**src/rtl/fill_pkg.sv**
```systemverilog
// Shared types and default geometry for the rectangle fill engine.
package fill_pkg;

  typedef enum logic [1:0] {
    IDLE = 2'd0,
    FILL = 2'd1,
    DONE = 2'd2
  } fill_state_t;

  typedef enum logic [1:0] {
    SOLID      = 2'd0,
    COL_STRIPE = 2'd1,
    ROW_STRIPE = 2'd2,
    CHECKER    = 2'd3
  } fill_mode_t;

  localparam int DEF_SCREEN_W = 160;
  localparam int DEF_SCREEN_H = 120;
  localparam int DEF_XW       = 8;
  localparam int DEF_YW       = 7;
  localparam int DEF_CW       = 3;

endpackage

```
**src/rtl/fillscreen_rect_if.sv**
```systemverilog
// Request/response bundle between the control FSM and the fill engine, plus the VGA pixel port.
// Handshake: start is a level request; done stays high until start drops, then the block returns to IDLE.
interface fillscreen_rect_if #(
  parameter int XW = 8,
  parameter int YW = 7,
  parameter int CW = 3
) ();
  logic          start;
  logic [1:0]    mode;
  logic [XW-1:0] x0;
  logic [YW-1:0] y0;
  logic [XW:0]   w;
  logic [YW:0]   h;
  logic [CW-1:0] colour;
  logic          done;
  logic [XW-1:0] vga_x;
  logic [YW-1:0] vga_y;
  logic [CW-1:0] vga_colour;
  logic          vga_plot;

  modport master (
    output start, mode, x0, y0, w, h, colour,
    input  done, vga_x, vga_y, vga_colour, vga_plot
  );

  modport slave (
    input  start, mode, x0, y0, w, h, colour,
    output done, vga_x, vga_y, vga_colour, vga_plot
  );
endinterface

```
**src/rtl/scan_counter_2d.sv**
```systemverilog
// Column-major offset counters: dy runs fastest, dx steps when dy wraps at h-1.
module scan_counter_2d #(
  parameter int XW = 8,
  parameter int YW = 7
) (
  input  logic        clk,
  input  logic        rst,
  input  logic        clear,
  input  logic        en,
  input  logic [XW:0] w,
  input  logic [YW:0] h,
  output logic [XW:0] dx,
  output logic [YW:0] dy,
  output logic        last
);

  logic [XW:0] dx_q, dx_d;
  logic [YW:0] dy_q, dy_d;
  logic        dy_wrap;
  logic        dx_end;

  assign dy_wrap = (dy_q == h - (YW+1)'(1));
  assign dx_end  = (dx_q == w - (XW+1)'(1));

  always_comb begin
    dx_d = dx_q;
    dy_d = dy_q;
    if (clear) begin
      dx_d = '0;
      dy_d = '0;
    end else if (en) begin
      if (dy_wrap) begin
        dy_d = '0;
        dx_d = dx_q + (XW+1)'(1);
      end else begin
        dy_d = dy_q + (YW+1)'(1);
      end
    end
  end

  always_ff @(posedge clk) begin
    if (rst) begin
      dx_q <= '0;
      dy_q <= '0;
    end else begin
      dx_q <= dx_d;
      dy_q <= dy_d;
    end
  end

  assign dx   = dx_q;
  assign dy   = dy_q;
  assign last = dy_wrap && dx_end;

endmodule

```
**src/rtl/fillscreen_rect.sv**
```systemverilog
// Rectangle fill engine: one pixel per clock, column-major, four colour modes.
// Define FILL_CLIP_EN to clip the rectangle to the screen at latch time; otherwise coordinates wrap.
module fillscreen_rect
  import fill_pkg::*;
#(
  parameter int SCREEN_W = DEF_SCREEN_W,
  parameter int SCREEN_H = DEF_SCREEN_H,
  parameter int XW       = DEF_XW,
  parameter int YW       = DEF_YW,
  parameter int CW       = DEF_CW
) (
  input  logic         clk,
  input  logic         rst,
  fillscreen_rect_if.slave bus,
  output fill_state_t  state_o
);

`ifdef FILL_CLIP_EN
  localparam bit CLIP_EN = 1'b1;
`else
  localparam bit CLIP_EN = 1'b0;
`endif

  fill_state_t   state_q;
  fill_mode_t    mode_q;
  logic [XW-1:0] x0_q;
  logic [YW-1:0] y0_q;
  logic [XW:0]   w_q;
  logic [YW:0]   h_q;
  logic [CW-1:0] colour_q;
  logic          done_q;
  logic          plot_q;

  logic [XW:0]   dx;
  logic [YW:0]   dy;
  logic          last;

  // Room left on screen from the requested origin; zero once the origin is off-screen.
  logic [XW:0]   x_room;
  logic [YW:0]   y_room;
  logic [XW:0]   w_clip;
  logic [YW:0]   h_clip;
  logic [XW:0]   w_eff;
  logic [YW:0]   h_eff;

  assign x_room = ({1'b0, bus.x0} >= (XW+1)'(SCREEN_W)) ? '0
                : (XW+1)'(SCREEN_W) - {1'b0, bus.x0};
  assign y_room = ({1'b0, bus.y0} >= (YW+1)'(SCREEN_H)) ? '0
                : (YW+1)'(SCREEN_H) - {1'b0, bus.y0};
  assign w_clip = (bus.w < x_room) ? bus.w : x_room;
  assign h_clip = (bus.h < y_room) ? bus.h : y_room;
  assign w_eff  = CLIP_EN ? w_clip : bus.w;
  assign h_eff  = CLIP_EN ? h_clip : bus.h;

  scan_counter_2d #(.XW(XW), .YW(YW)) u_scan (
    .clk   (clk),
    .rst   (rst),
    .clear (state_q == IDLE),
    .en    (state_q == FILL),
    .w     (w_q),
    .h     (h_q),
    .dx    (dx),
    .dy    (dy),
    .last  (last)
  );

  always_ff @(posedge clk) begin
    if (rst) begin
      state_q  <= IDLE;
      mode_q   <= SOLID;
      x0_q     <= '0;
      y0_q     <= '0;
      w_q      <= '0;
      h_q      <= '0;
      colour_q <= '0;
      done_q   <= 1'b0;
      plot_q   <= 1'b0;
    end else begin
      case (state_q)
        IDLE: begin
          if (bus.start) begin
            mode_q   <= fill_mode_t'(bus.mode);
            x0_q     <= bus.x0;
            y0_q     <= bus.y0;
            w_q      <= w_eff;
            h_q      <= h_eff;
            colour_q <= bus.colour;
            if ((w_eff == '0) || (h_eff == '0)) begin
              state_q <= DONE;
              done_q  <= 1'b1;
            end else begin
              state_q <= FILL;
              plot_q  <= 1'b1;
            end
          end
        end
        FILL: begin
          if (last) begin
            state_q <= DONE;
            plot_q  <= 1'b0;
            done_q  <= 1'b1;
          end
        end
        DONE: begin
          if (!bus.start) begin
            state_q <= IDLE;
            done_q  <= 1'b0;
          end
        end
        default: begin
          state_q <= IDLE;
          plot_q  <= 1'b0;
          done_q  <= 1'b0;
        end
      endcase
    end
  end

  logic [XW-1:0] px;
  logic [YW-1:0] py;
  logic [CW-1:0] pcol;

  assign px = x0_q + dx[XW-1:0];
  assign py = y0_q + dy[YW-1:0];

  always_comb begin
    pcol = colour_q;
    case (mode_q)
      SOLID:      pcol = colour_q;
      COL_STRIPE: pcol = px[CW-1:0];
      ROW_STRIPE: pcol = py[CW-1:0];
      CHECKER:    pcol = colour_q ^ {CW{px[0] ^ py[0]}};
      default:    pcol = colour_q;
    endcase
  end

  assign bus.vga_x      = px;
  assign bus.vga_y      = py;
  assign bus.vga_colour = pcol;
  assign bus.vga_plot   = plot_q;
  assign bus.done       = done_q;
  assign state_o        = state_q;

endmodule

```
**src/flat_wrapper.sv**
```systemverilog
// flat-port wrapper written by rule: the top's interface ports become plain ports
module fillscreen_rect_flat import fill_pkg::*;
#(
  parameter int SCREEN_W = DEF_SCREEN_W,
  parameter int SCREEN_H = DEF_SCREEN_H,
  parameter int XW       = DEF_XW,
  parameter int YW       = DEF_YW,
  parameter int CW       = DEF_CW
)
  (clk, rst, state_o, bus_start, bus_mode, bus_x0, bus_y0, bus_w, bus_h, bus_colour, bus_done, bus_vga_x, bus_vga_y, bus_vga_colour, bus_vga_plot);
  fillscreen_rect_if #(.XW(XW), .YW(YW), .CW(CW)) bus_i ();
  input  logic clk;
  input  logic rst;
  output fill_state_t state_o;
  input wire logic [$bits(bus_i.start)-1:0] bus_start;
  input wire logic [$bits(bus_i.mode)-1:0] bus_mode;
  input wire logic [$bits(bus_i.x0)-1:0] bus_x0;
  input wire logic [$bits(bus_i.y0)-1:0] bus_y0;
  input wire logic [$bits(bus_i.w)-1:0] bus_w;
  input wire logic [$bits(bus_i.h)-1:0] bus_h;
  input wire logic [$bits(bus_i.colour)-1:0] bus_colour;
  output wire logic [$bits(bus_i.done)-1:0] bus_done;
  output wire logic [$bits(bus_i.vga_x)-1:0] bus_vga_x;
  output wire logic [$bits(bus_i.vga_y)-1:0] bus_vga_y;
  output wire logic [$bits(bus_i.vga_colour)-1:0] bus_vga_colour;
  output wire logic [$bits(bus_i.vga_plot)-1:0] bus_vga_plot;
  assign bus_i.start = bus_start;
  assign bus_i.mode = bus_mode;
  assign bus_i.x0 = bus_x0;
  assign bus_i.y0 = bus_y0;
  assign bus_i.w = bus_w;
  assign bus_i.h = bus_h;
  assign bus_i.colour = bus_colour;
  assign bus_done = bus_i.done;
  assign bus_vga_x = bus_i.vga_x;
  assign bus_vga_y = bus_i.vga_y;
  assign bus_vga_colour = bus_i.vga_colour;
  assign bus_vga_plot = bus_i.vga_plot;
  fillscreen_rect #(.SCREEN_W(SCREEN_W), .SCREEN_H(SCREEN_H), .XW(XW), .YW(YW), .CW(CW)) u_core (.clk(clk), .rst(rst), .bus(bus_i), .state_o(state_o));
endmodule
```
**config.mk**
```make
export PLATFORM = sky130hd
export DESIGN_NAME = fillscreen_rect_flat
export DESIGN_NICKNAME = d
export VERILOG_FILES = /design/src/rtl/fill_pkg.sv /design/src/rtl/fillscreen_rect_if.sv /design/src/rtl/scan_counter_2d.sv /design/src/rtl/fillscreen_rect.sv /design/src/flat_wrapper.sv
export SDC_FILE = /design/constraint.sdc
export NUM_CORES = 1
export LEC_CHECK = 0
export BUFFER_PORTS_ARGS = -buffer_cell sky130_fd_sc_hd__buf_4
export CORE_ASPECT_RATIO = 0.9
export CORE_MARGIN = 8
export CORE_UTILIZATION = 35
export CTS_BUF_LIST = sky130_fd_sc_hd__clkbuf_8
export DETAILED_ROUTE_END_ITERATION = 10
export SYNTH_ARGS = -nofsm -noshare
export SYNTH_HDL_FRONTEND = slang
export SYNTH_SLANG_ARGS = --single-unit
```
**constraint.sdc**
```tcl
create_clock -name clk -period 3.2 [get_ports clk]
set_input_delay 0.64 -clock clk [delete_from_list [all_inputs] [get_ports clk]]
set_output_delay 0.64 -clock clk [all_outputs]
set_load 0.01 [all_outputs]
```
# After elaboration in Yosys (flattened, before gate mapping)
# Cells that the tools add are included.
totals:
  romBits: 0
  mem_bits_rw: 0
  ff_bits: 58
  memories: 0
  latchBits: 0
  wordCells: 60
  out_inout_bits: 22
  in_bits: 40
op_classes:
  magnitude_cmp: 0
  bitwise_logic: 3
  div_mod_pow: 0
  n_eq_ne: 12
  n_reduce_logical: 12
  n_mul: 0
  shift: 0
  n_mux: 16
  add_sub_neg: 6
ops:
  columns: ["operator", "n"]
  rows:
  - ["3-bit case mux with 4 select lines", 1]
  - ["9-bit by 1-bit adder with 9-bit output, second input constant", 1]
  - ["9-bit == test", 1]
  - ["9-bit logical NOT", 1]
  - ["9-bit by 1-bit subtractor with 9-bit output, second input constant", 1]
  - ["8-bit by 1-bit adder with 8-bit output, second input constant", 1]
  - ["8-bit adder", 1]
  - ["8-bit == test", 1]
  - ["8-bit logical NOT", 1]
  - ["2-bit 2-to-1 mux", 4]
  - ["8-bit 2-to-1 mux", 1]
  - ["4-bit AND reduction", 2]
  - ["8-bit by 1-bit subtractor with 8-bit output, second input constant", 1]
  - ["7-bit adder", 1]
  - ["1-bit 2-to-1 mux", 7]
  - ["2-bit == test, second input constant", 3]
  - ["2-bit inequality test, second input constant", 3]
  - ["1-bit case mux with 3 select lines", 2]
  - ["2-bit case mux with 3 select lines", 1]
  - ["2-bit by 1-bit == test with 1-bit output, second input constant", 2]
  - ["2-bit logical NOT", 2]
  - ["2-bit by 1-bit inequality test with 1-bit output, second input constant", 2]
  - ["2-bit AND reduction", 2]
  - ["3-bit AND reduction", 1]
  - ["other kinds (6)", 6]

# Depth between registers and ports, before layout
logic_depth:
  depth_word: 5
  depth_mapped: 9
  mapped_depth_nobuf: 9

# Cells and area by module
# A second synthesis with hierarchy kept.
hier_totals:
  hier_cells: 454
  hier_area_um2: 3608.5
by_module_without_submodules:
  columns: ["module", "cells_each", "seq_area_each_um2", "instances", "area_per_inst_um2"]
  rows:
  - ["fillscreen_rect", 285, 820.8, 1, 2248.4]
  - ["scan_counter_2d", 169, 340.3, 1, 1360.1]

# Least setup slack after synthesis
# Ideal clock, no wire load.
synth_path:
  path_kind: "register to output"
  start: "reg u_core.u_scan.dx_q[0] (netlist: u_core.u_scan.dx[0])"
  end: "out bus_vga_colour[2]"
  path_slack_ns: 0.725
  t_arrival_ns: 1.835
  path_buffers: 0
  path_stages_with_launch: 7
  cell_sequence: "dfxtp_1 > ha_1 > inv_1 > fa_1 > xnor2_1 > o21ai_0 > a211oi_1"
synth_via:
  word_cells_on_any_way: 4
  classes_between: "add/sub (1); mux (1); bitwise (2)"
synth_lines:
  columns: ["element", "line_no", "rtl"]
  rows:
  - ["start: declaration", "scan_counter_2d.sv:17", "logic [XW:0] dx_q, dx_d;"]
  - ["start signal: assignment", "scan_counter_2d.sv:43", "dx_q <= '0;"]
  - ["start signal: assignment", "scan_counter_2d.sv:46", "dx_q <= dx_d;"]
  - ["8-bit adder", "fillscreen_rect.sv:123", "assign px = x0_q + dx[XW-1:0];"]
  - ["net bus_vga_x[2]", "flat_wrapper.sv:23", "output wire logic [$bits(bus_i.vga_x)-1:0] bus_vga_x;"]
  - ["3-bit case mux with 4 select lines", "fillscreen_rect.sv:128", "case (mode_q)"]
  - ["end: declaration", "flat_wrapper.sv:25", "output wire logic [$bits(bus_i.vga_colour)-1:0] bus_vga_colour;"]
# The timed path passes the listed nets, and every way through them passes these cells.

# Worst setup path in the final report
layout_path:
  start: "reg u_core.u_scan.dx_q[1] (netlist: u_core.u_scan.dx[1])"
  end: "out bus_vga_x[7]"
layout_via:
  elab_chain_cells: 1
layout_rtl:
  columns: ["element", "line_no"]
  rows:
  - ["8-bit adder", "fillscreen_rect.sv:123"]
  - ["end: declaration", "flat_wrapper.sv:23"]
# Every way passes these cells.

==> out/metrics.cfg <==
[grt]
grt_max_degree=46
grt_use_total_pct=14.01
antenna_found_initial=0
overflow=0
grt_pass1_wl_mm=15.45
grt_pass1_vias=3225

[flow_run]
drv_cap=0

[cells_and_area]
nets=565
drive_above_1_share_pct=16.83
layout.cells.most_common_list=nand2_1, buf_4, dfxtp_1
syn_to_final_growth_pct=21.70
final_common_cell=nand2_1
antenna_cells=0
utilization_pct=43.91

[timing]
worst_slew_pin_slew_ns=0.7813
setup_violations=0
slew_violations=0
min_period_over_period_pct=93.67
fmax_ghz=0.3336
grt_setup_unrepaired=false
timing.final.crit_period_ns=2.997
setup_tns_ns=0
relSlewSlack_pct=47.72
hold_slack_ns=0.4596
clock_skew_ns=0.01038
setup_slack_ns=0.2025
finalHoldViolCount=0

[route]
vias=3280
first_iter_violations=204
viasPerCell=5.149
ant_nets=0
drt_wl_total_mm=9.319
wire_per_inst_um=14.63
drc_errors=0
dr.pass1.iters=5

[logic_synthesis]
synth_top_flop_cell=dfxtp_1
synth_cells=457
ys_top_cells_by_area=dfxtp_1, nand2_1, xnor2_1, a21oi_1, ha_1
syn_area_mm2=0.003500
yosysUniqueCellTypes=46
ys.warnings.count=0
yosysTopAreaCellShare_pct=33.18
ys_async_sr_fraction_pct=0
synth-edff-count=0
syn-num-nets=516
ys_ff_latch=58
synth_seq_area_share_pct=33.18
avgSynthCellArea_um2=7.658
yosysTopAreaCell=dfxtp_1

[floorplan]
die_area_mm2=0.01346
initial_core_util_pct=36.08
core_mm2=0.009699
io_pins=62
die_h_um=110.9
rows=34
die_w_um=121.4

[clock_tree]
cts_made_buffers=9
cts_tree=done
cts_root_buf=clkbuf_8
insertion_delay_ns=0.33
h-tree-depth=3
post_cts_buffers=0
cts_sinks=58
clk_path_buf_depth=2
clk_pin_slew_ns=0.07

[worst_setup_path]
cp.arrival_ns=2.36
crit_buf_inv=1
cp_cell_sequence=ha_1, a21o_1, a21oi_1, nor2b_1, o21a_1, o41ai_1, xnor2_1, buf_4
crit_path_end_kind=primary output
crit_family=compound AO/OA/AOI/OAI gates
required_ns=2.56
rrSetupSlack_ns=0.53
cpPeakStageDelay_ns=0.48
reg2reg_to=u_core.u_scan.dx[6]
crit_fanout=8
start_kind=flip-flop
r2r_cells=7
timing.rr.start=u_core.h_q[0]
path_class=reg2out
critPathSlowestCell=dfxtp_1

[worst_hold_path]
hp-start=u_core.x0_q[5]
min_path_type=reg2reg
hold_end=u_core.x0_q[5]
worstHoldPathCells=2

[pwr]
ir_worst_vdd_v=0.0001839
power_density_mw_per_mm2=417.8
cellLeakagePower_nw=1.758

[placement]
dp_hpwl_mm=7.074
io_buffer_count=61
gp_congestion=0.8855
dp_slack_ns=0.5283

[status]
status=complete, no violations

[worst max path at each step]
stage	slack (ns)	startpoint	cells after the start	end
global placement	0.57	u_core.u_scan.dx[1]	8	bus_vga_x[7]
finish	0.20	u_core.u_scan.dx[1]	8	bus_vga_x[7]
CTS	0.17	u_core.u_scan.dx[1]	8	bus_vga_x[7]
global route	0.02	u_core.u_scan.dx[1]	8	bus_vga_x[7]
detailed placement	0.53	u_core.h_q[0]	7	u_core.u_scan.dx[6]
floorplan	0.73	u_core.u_scan.dx[0]	6	bus_vga_colour[2]
[layer usage]
layer  part of all wire [%]  wire length [um]  global-route usage, %  vias to the layer above
li1                       -                 -                      -                     1681
met1                     45              4165                  16.86                     1514
met2                     49              4573                  23.21                       79
met3                    5.8               543                  4.786                        6
met4                   0.39                36                  3.451                        0
met5                      0                 0                      0                        -
[through the flow]
stage	total power, W	std cells	area (um^2)
2_1_floorplan	0.0009829	457	3500
3_3_place_gp	0.001097	621	4054
3_5_place_dp	0.001105	621	4054
4_1_cts	0.001807	637	4258
5_1_grt	0.001880	637	4259
6_report	0.001780	637	4259
[flip-flops by register name, indices dropped and copies added, names as in the netlist]
signal / count
u_core.h_q: 8
u_core.y0_q: 7
u_core.colour_q: 3
u_core.u_scan.dx: 9
u_core.bus.vga_plot: 1
u_core.state_o: 2
u_core.bus.done: 1
u_core.u_scan.dy: 8
u_core.x0_q: 8
u_core.w_q: 9
u_core.mode_q: 2
[Yosys cell counts, drive strengths merged, types with 5 or more instances]
cell and instances:
a21o 5, a21oi 54, and3 8, clkbuf 25, dfxtp 58, ha 17, inv 19, nand2 92
nand3 15, nor2 23, nor2b 6, nor3 7, nor4 5, o21ai 13, or3 5, or4 5
xnor2 34, xor2 10
[report_power, final]
part	internal, W	switching [W]
Clock	0.000398	0.000295
Sequential	0.000752	0.0000343
Combinational	0.000142	0.000159
Total	0.00129	0.000488
[logic make-up after synthesis]
kind of cell	Yosys count	synth area share, %
AO/OA/AOI/OAI	103	18.16
XOR/XNOR	44	11.01
adder cells (fa/ha/maj)	19	7.222
buffers and inverters	45	4.862
flip-flops	58	33.18
multiplexers	4	1.144
AND/OR/NAND/NOR	184	24.42
[worst register-to-register path: cells and delay by family (launching register included)]
| kind | cells | cell delay (ns) |
|---|---|---|
| compound gates | 3 | 0.60 |
| buf+inv | 1 | 0.25 |
| flops | 1 | 0.36 |
| simple gates | 3 | 1.40 |
[cell type report]
| class | count | area (um^2) |
|---|---|---|
| inverters | 19 | 71.32 |
| flip-flops and latches | 58 | 1162 |
| well taps | 126 | 157.7 |
| clock inverters | 5 | 52.55 |
| clock buffers | 11 | 151.4 |
| fillers | 987 | 5440 |
| repair buffers | 64 | 493.0 |
| multi-input cells | 354 | 2171 |
[timing repair]
item	4_1_cts	5_1_grt
hold endpoints to repair	0	0
hold buffers	0	0
resized for setup	0	1
endpoints found under the setup margin	0	1
No activity file was read; power rests on OpenSTA's default activity.
